==> config.mk <==
export PLATFORM = sky130hd
export DESIGN_NAME = seq_pattern_gen
export DESIGN_NICKNAME = d
export VERILOG_FILES = /design/src/rtl/seq_pattern_gen.sv
export SDC_FILE = /design/constraint.sdc
export NUM_CORES = 1
export LEC_CHECK = 0
export CAP_MARGIN = 15
export CELL_PAD_IN_SITES_DETAIL_PLACEMENT = 1
export CELL_PAD_IN_SITES_GLOBAL_PLACEMENT = 2
export CORE_AREA = 2 2 75 77
export CTS_CLUSTER_SIZE = 25
export DETAILED_ROUTE_END_ITERATION = 16
export DIE_AREA = 0 0 77 79
export HOLD_SLACK_MARGIN = 0.1
export PLACE_DENSITY = 0.72
export RECOVER_POWER = 50
export REMOVE_ABC_BUFFERS = 1
export SLEW_MARGIN = 20
export SYNTH_ARGS = -nofsm -noshare
export SYNTH_HDL_FRONTEND = slang
export SYNTH_SLANG_ARGS = --single-unit
==> constraint.sdc <==
create_clock -name clk -period 2.6 [get_ports clk]
set_clock_uncertainty 0.1 [all_clocks]
set_input_delay 0.26 -clock clk [delete_from_list [all_inputs] [get_ports clk]]
set_output_delay 0.26 -clock clk [all_outputs]
set_load 0.005 [all_outputs]
==> src/rtl/seq_pattern_gen.sv <==
// Serial pattern source: sends a captured PAT_W-bit pattern MSB-first, repeated with idle gaps.
// First bit one cycle after accept; start_ready is low while a transfer (shift or gap) is in flight.
module seq_pattern_gen #(
  parameter int PAT_W = 4,
  parameter int CNT_W = 8,
  parameter int GAP_W = 4
) (
  input  logic             clk,
  input  logic             rst,
  input  logic             start_valid,
  output logic             start_ready,
  input  logic [PAT_W-1:0] pattern,
  input  logic [CNT_W-1:0] repeat_cnt,
  input  logic [GAP_W-1:0] gap,
  input  logic             abort,
  output logic             out,
  output logic             out_valid,
  output logic             sop,
  output logic             done
);

  localparam int IDX_W = (PAT_W > 1) ? $clog2(PAT_W) : 1;
  localparam logic [IDX_W-1:0] IDX_MSB = IDX_W'(PAT_W - 1);

  typedef enum logic [1:0] {
    S_IDLE,
    S_SHIFT,
    S_GAP
  } state_t;

  state_t           state_q, state_d;
  logic [PAT_W-1:0] pat_q, pat_d;
  logic [CNT_W-1:0] reps_q, reps_d;
  logic [GAP_W-1:0] gap_q, gap_d;
  logic [GAP_W-1:0] gcnt_q, gcnt_d;
  logic [IDX_W-1:0] idx_q, idx_d;
  logic             out_q, out_d;
  logic             out_valid_q, out_valid_d;
  logic             sop_q, sop_d;
  logic             done_q, done_d;
  logic             accept;
  logic             load_msb;

  assign start_ready = (state_q == S_IDLE) && !rst;
  assign accept      = start_valid && start_ready;

  always_comb begin
    state_d     = state_q;
    pat_d       = pat_q;
    reps_d      = reps_q;
    gap_d       = gap_q;
    gcnt_d      = gcnt_q;
    idx_d       = idx_q;
    out_d       = 1'b0;
    out_valid_d = 1'b0;
    sop_d       = 1'b0;
    done_d      = 1'b0;
    load_msb    = 1'b0;

    case (state_q)
      S_IDLE: begin
        // abort is meaningless here, so an accept always wins
        if (accept) begin
          state_d  = S_SHIFT;
          pat_d    = pattern;
          reps_d   = (repeat_cnt == '0) ? CNT_W'(1) : repeat_cnt;
          gap_d    = gap;
          load_msb = 1'b1;
        end
      end
      S_SHIFT: begin
        if (abort) begin
          state_d = S_IDLE;
        end else if (idx_q != '0) begin
          idx_d       = idx_q - 1'b1;
          out_d       = pat_q[idx_q - 1'b1];
          out_valid_d = 1'b1;
        end else if (reps_q > CNT_W'(1)) begin
          reps_d = reps_q - 1'b1;
          if (gap_q != '0) begin
            state_d = S_GAP;
            gcnt_d  = gap_q;
          end else begin
            load_msb = 1'b1;
          end
        end else begin
          state_d = S_IDLE;
          done_d  = 1'b1;
        end
      end
      S_GAP: begin
        if (abort) begin
          state_d = S_IDLE;
        end else if (gcnt_q == GAP_W'(1)) begin
          state_d  = S_SHIFT;
          load_msb = 1'b1;
        end else begin
          gcnt_d = gcnt_q - 1'b1;
        end
      end
      default: state_d = S_IDLE;
    endcase

    if (load_msb) begin
      idx_d       = IDX_MSB;
      out_d       = pat_d[PAT_W-1];
      out_valid_d = 1'b1;
      sop_d       = 1'b1;
    end
  end

  always_ff @(posedge clk) begin
    if (rst) begin
      state_q     <= S_IDLE;
      pat_q       <= '0;
      reps_q      <= '0;
      gap_q       <= '0;
      gcnt_q      <= '0;
      idx_q       <= '0;
      out_q       <= 1'b0;
      out_valid_q <= 1'b0;
      sop_q       <= 1'b0;
      done_q      <= 1'b0;
    end else begin
      state_q     <= state_d;
      pat_q       <= pat_d;
      reps_q      <= reps_d;
      gap_q       <= gap_d;
      gcnt_q      <= gcnt_d;
      idx_q       <= idx_d;
      out_q       <= out_d;
      out_valid_q <= out_valid_d;
      sop_q       <= sop_d;
      done_q      <= done_d;
    end
  end

  assign out       = out_q;
  assign out_valid = out_valid_q;
  assign sop       = sop_q;
  assign done      = done_q;

endmodule

==> flow_metrics.py, run 1 <==
metrics = {
    "run_status": {
        "status": "completed",
    },
    "worst_setup_path": {
        "worstSetupPathType": "flip-flop to flip-flop",
        "crit_path_max_fanout": 7,
        "critPathRequiredTime_ns": 2.66,
        "path_delay_family": "simple AND/OR/NAND/NOR gates",
        "slowest_delay_ns": 0.52,
        "start_kind": "flip-flop",
        "critPathArrivalTime_ns": 2.25,
        "crit_buf_inv": 1,
        "path_cells": "inv_1 -> ha_1 -> nor2_1 -> or3_1 -> a21oi_2 -> o32ai_1",
        "cp-end-kind": "flip-flop",
        "crit_slowest_cell": "or3_1",
    },
    "route": {
        "dr.first_iter.drc_count": 100,
        "drcViolationCount": 0,
        "vias": 1512,
        "ant_nets": 0,
        "wl_mm": 4.70,
        "viasPerCell": 5.27,
        "first_pass_iters": 4,
        "post_drt_wl_per_cell_um": 16.4,
    },
    "synthesis": {
        "synthDistinctLibCells": 50,
        "synth.largest_area_cell": "dfxtp_1",
        "ys.flop_type": "dfxtp_1",
        "synth_edf_count": 0,
        "synth-seq-cells": 28,
        "ys_seq_area_share_pct": 35.3,
        "yosysWarnings": 0,
        "syn_area_per_cell_um2": 8.19,
        "synth_area_um2": 1590,
        "synth_area_leaders": "dfxtp_1 35%, nand2_1 7.3%, a21oi_1 5.7%",
        "netlist_instances": 194,
        "yosysTopAreaCellShare_pct": 35.3,
        "synthArstFlopShare_pct": 0,
    },
    "cts": {
        "clk_pin_slew_ns": 0.10,
        "cts.root.buffer_cell": "clkbuf_8",
        "clockBufferDepth": 2,
        "worst_skew_pair.late_latency_ns": 0.28,
        "cts_made_buffers": 3,
        "cts_hold_buf": 0,
        "cts_sinks": 28,
        "h-tree-depth": 1,
        "cts_setup_buffers": 0,
        "cts_tree": "done",
        "cts_resized": 0,
    },
    "floorplanning": {
        "die_w_um": 77,
        "row_count": 27,
        "initial_core_util_pct": 29.8,
        "core-area_um2": 5340,
        "dieArea_um2": 6080,
        "ioPinCount": 25,
        "die-height_um": 79,
    },
    "timing": {
        "slew_headroom_pct": 62.7,
        "drv_slew": 0,
        "rsz0062_at_grt": "false",
        "max_freq_mhz": 456,
        "hold_viol_final": 0,
        "period_share_pct": 84.4,
        "setup_viol": 0,
        "setup_tns_ns": 0,
        "fin_crit_ns": 2.19,
        "tightest_slew_ns": 0.559,
    },
    "power": {
        "vdd_drop_max_mv": 0.195,
        "seq_power_share_pct": 48.8,
        "internal_power_uw": 690,
        "power.total_uw": 978,
        "power_switching_uw": 288,
        "pwr-share-comb_pct": 22.4,
        "power.clock.fraction_pct": 28.8,
        "leakagePower_nw": 0.713,
        "power_density_nw_per_um2": 505,
        "power_switching_share_pct": 29.4,
    },
    "final_layout": {
        "drive_gt1_share_pct": 9.30,
        "fin_util_pct": 36.3,
        "diodes": 0,
        "nets": 241,
        "layout_common_cells": "31 x nand2_1, 28 x dfxtp_1, 19 x clkdlybuf4s50_1",
        "seq_area_um2": 561,
        "n_fill_cell": 669,
        "area_growth_pct": 21.9,
        "multi_input_area_um2": 908,
        "layout.cells.most_common": "nand2_1",
    },
    "place": {
        "place.detailed.hpwl_mm": 3.45,
        "globalplace.congestion": 0.810,
        "portBuffers": 24,
    },
    "global_route": {
        "grt-ovfl-total": 0,
        "grt_pass1_vias": 1609,
        "grt_max_degree": 23,
        "grt_pass1_wl_mm": 8.06,
        "track_usage_pct": 16.4,
        "antenna_found_initial": 0,
    },
    "min_path": {
        "min_path_type": "flip-flop to flip-flop",
    },
    "job": {
        "maxCapViolations": 0,
    },
}
-- Yosys cell counts (2+ instances only) --
| cell type | count |
|---|---|
| nand2b_1 | 3 |
| nor2b_1 | 2 |
| a221oi_1 | 4 |
| nor4_1 | 3 |
| or3_4 | 2 |
| clkbuf_1 | 7 |
| nand3_1 | 5 |
| o21ai_0 | 4 |
| or4_1 | 2 |
| nor3b_1 | 2 |
| o32ai_1 | 8 |
| or3_1 | 2 |
| inv_1 | 9 |
| a22oi_1 | 2 |
| a31oi_1 | 3 |
| nor2_1 | 15 |
| ha_1 | 5 |
| a221o_1 | 2 |
| buf_2 | 5 |
| nor3_1 | 5 |
| dfxtp_1 | 28 |
| nand2_1 | 31 |
| a21oi_1 | 18 |
-- state kept, by name, indices dropped and copies added (netlist names) --
register	flops
reps_q	8
sop	1
idx_q	2
state_q	2
gap_q	4
done	1
pat_q	4
gcnt_q	4
out_valid	1
out	1
-- power by group through the flow --
stage	Sequential, mW	Clock [mW]	Combinational (mW)
after floorplan	0.480	0	0.138
after global placement	0.486	0	0.225
after detailed placement	0.488	0	0.230
after CTS	0.478	0.292	0.231
after global routing	0.482	0.315	0.243
final	0.477	0.282	0.219
-- cells by family (layout without fill, tap and decap cells) --
| family | count (synthesis) | count (layout) | share of synthesized area (%) |
|---|---|---|---|
| AOI/OAI and AO/OA | 53 | 53 | 25.0 |
| buffers and inverters | 24 | 45 | 6.77 |
| muxes | 3 | 3 | 2.76 |
| and+or+nand+nor | 80 | 80 | 25.7 |
| DFF | 28 | 28 | 35.3 |
| adders and majority gates | 5 | 5 | 3.94 |
| xor gates and xnor gates | 1 | 1 | 0.551 |
-- metal layers --
metal	wire length (µm)	share of wire (%)	global-route usage (%)
met2	2320	49	28.3
met4	44	0.94	4.82
met1	2220	47	21.5
met3	108	2.3	2.16
met5	0	0	0
-- metrics by stage --
step / instances / setup slack [ns] / hold WS, ns / area, µm²
floorplan: 180 / 0.459 / 0.225 / 1520
global placement: 283 / 0.468 / 0.360 / 1910
detailed placement: 283 / 0.380 / 0.366 / 1910
CTS: 287 / 0.537 / 0.379 / 1960
global route: 287 / 0.247 / 0.400 / 1940
finish: 287 / 0.406 / 0.372 / 1940
-- worst paths after layout --
path	slack, ns	end	from	cells after the start
worst max-delay path	0.41	reps_q[4]	reps_q[1]	6
worst min-delay path	0.37	pat_q[2]	pat_q[2]	2
worst max register to register	0.41	reps_q[4]	reps_q[1]	6
worst min register to register	0.37	pat_q[2]	pat_q[2]	2
-- worst min-delay path: cells and delay by family (launching register included) --
kind | cells | cell delay, ns
flops | 1 | 0.33
simple gates | 2 | 0.11
-- cell type report --
type	count	area share, %
inverters	10	1.94
flip-flops and latches	28	28.9
multi-input cells	142	46.9
well taps	72	4.65
repair buffers	31	14.7
clock buffers	4	2.84
Power figures use the tool's default switching activity.
==> run 2, diff against run 1 <==
CORE_AREA = 2 2 79 81   (was 2 2 75 77)
DIE_AREA = 0 0 81 83   (was 0 0 77 79)
PLACE_DENSITY = 0.69   (was 0.72)
clock period = 2 ns   (was 2.6 ns; I/O delays follow)
==> run 2 against run 1 <==
  * Flip-flop and latch count unchanged
  * Die area up 11%
  * Via count up 2.4%
  * Global-route usage down 2.0 points
==> flow_metrics.py, run 2 (synthesized netlist as in run 1, its figures left out) <==
metrics = {
    "place": {
        "preCtsSetupSlack_ns": -0.00294,
        "place.detailed.hpwl_mm": 3.47,
        "placedCellCount": 304,
        "placed_cell_area_um2": 2050,
        "globalplace.congestion": 0.762,
        "portBuffers": 24,
    },
    "cts": {
        "h-tree-depth": 1,
        "clockBufferDepth": 2,
        "cts_made_buffers": 3,
        "cts_tree": "done",
        "cts_sinks": 28,
        "worst_skew_pair.late_latency_ns": 0.27,
        "cts.root.buffer_cell": "clkbuf_8",
        "clk_pin_slew_ns": 0.10,
    },
    "floorplanning": {
        "die-height_um": 83,
        "die_w_um": 81,
        "initial_core_util_pct": 27.3,
        "core-area_um2": 5820,
        "dieArea_um2": 6720,
        "row_count": 28,
        "ioPinCount": 25,
    },
    "worst_setup_path": {
        "r2r_end": "gcnt_q[1]",
        "worst_r2r_startpoint": "gcnt_q[1]",
        "critPathRequiredTime_ns": 1.70,
        "start_kind": "flip-flop",
        "critPathLaunch": "state_q[1]",
        "cp-end-kind": "output port",
        "rr_worst_depth": 6,
        "critPathArrivalTime_ns": 1.58,
        "crit_path_max_fanout": 7,
        "worstSetupPathType": "flip-flop to output port",
        "r2r_slack_ns": 0.13,
    },
    "min_path": {
        "min_from": "pattern[2]",
        "hold_depth": 3,
        "min_path_type": "input pin to flip-flop",
        "holdPathEnd": "pat_q[2]",
    },
    "global_route": {
        "grt_pass1_vias": 1600,
        "grt-ovfl-total": 0,
        "grt_pass1_wl_mm": 7.72,
        "grt_max_degree": 20,
        "track_usage_pct": 14.4,
        "antenna_found_initial": 0,
    },
    "final_layout": {
        "final_area_um2": 2090,
        "multi_input_area_um2": 933,
        "final_cells": 308,
        "layout_common_cells": "31 x nand2_1, 28 x dfxtp_1, 22 x buf_4",
        "diodes": 0,
        "largest_reg_flops": 8,
        "seq_area_um2": 561,
        "area_growth_pct": 31.3,
        "layout.cells.most_common": "nand2_1",
        "nets": 260,
        "largest_register": "reps_q",
        "drive_gt1_share_pct": 16.7,
        "fin_util_pct": 35.9,
        "n_fill_cell": 728,
    },
    "power": {
        "vdd_drop_max_mv": 0.304,
        "leakagePower_nw": 0.797,
        "power_density_nw_per_um2": 599,
        "power.total_mw": 1.25,
    },
    "route": {
        "first_pass_iters": 4,
        "dr.first_iter.drc_count": 57,
        "drcViolationCount": 0,
        "vias": 1548,
        "ant_nets": 0,
        "post_drt_wl_per_cell_um": 14.8,
        "wl_mm": 4.56,
        "viasPerCell": 5.03,
    },
    "timing": {
        "setup_tns_ns": 0,
        "max_freq_mhz": 532,
        "whs_ns": 0.352,
        "rsz0062_at_grt": "false",
        "tightest_slew_ns": 0.473,
        "setup_viol": 0,
        "fin_ws_ns": 0.122,
        "period_share_pct": 93.9,
        "hold_viol_final": 0,
        "drv_slew": 0,
        "fin_crit_ns": 1.88,
        "slew_headroom_pct": 68.2,
    },
    "job": {
        "maxCapViolations": 0,
    },
    "run_status": {
        "status": "completed",
    },
}
## run 2: area by class of cell
| type | instances | area share [%] |
|---|---|---|
| multi-input cells | 142 | 44.7 |
| flip-flops and latches | 28 | 26.9 |
| repair buffers | 50 | 20.1 |
| well taps | 75 | 4.50 |
| clock buffers | 3 | 1.98 |
| inverters | 10 | 1.80 |
## run 2: routing by layer
metal  track usage [%]  up-vias  share of wire, %
met2              23.3        9                47
li1                  -      781                 -
met5                 0        -                 0
met3              1.63        2               1.2
met4              3.24        0              0.90
met1              20.5      756                51
## run 2: how the worst max path moves through the flow
stage,to,slack (ns),cells past startpoint
3_5_place_dp,gcnt_q[2],-0.003,5
6_report,start_ready,0.12,3
3_3_place_gp,gcnt_q[0],0.02,5
5_1_grt,out_valid,0.01,6
4_1_cts,out_valid,0.09,6
2_1_floorplan,out,-0.14,4
## run 2: report_power, final
group	internal, mW	switching (mW)	total, mW
combinational	0.160	0.166	0.326
clock	0.135	0.176	0.311
sequential	0.590	0.0236	0.614
## run 2: critical path, stage by stage (launching register included)
cell and delay, ns:
dfxtp_1 0.38, clkbuf_1 0.15, nor3_1 0.24, clkdlybuf4s50_1 0.54
## run 2: repair_timing
| item | in CTS | in global routing |
|---|---|---|
| buffers inserted | 0 | 1 |
| gates resized for setup | 0 | 2 |
| hold buffers | 0 | 0 |
| setup endpoints to repair | 0 | 6 |
| hold endpoints to repair | 0 | 0 |
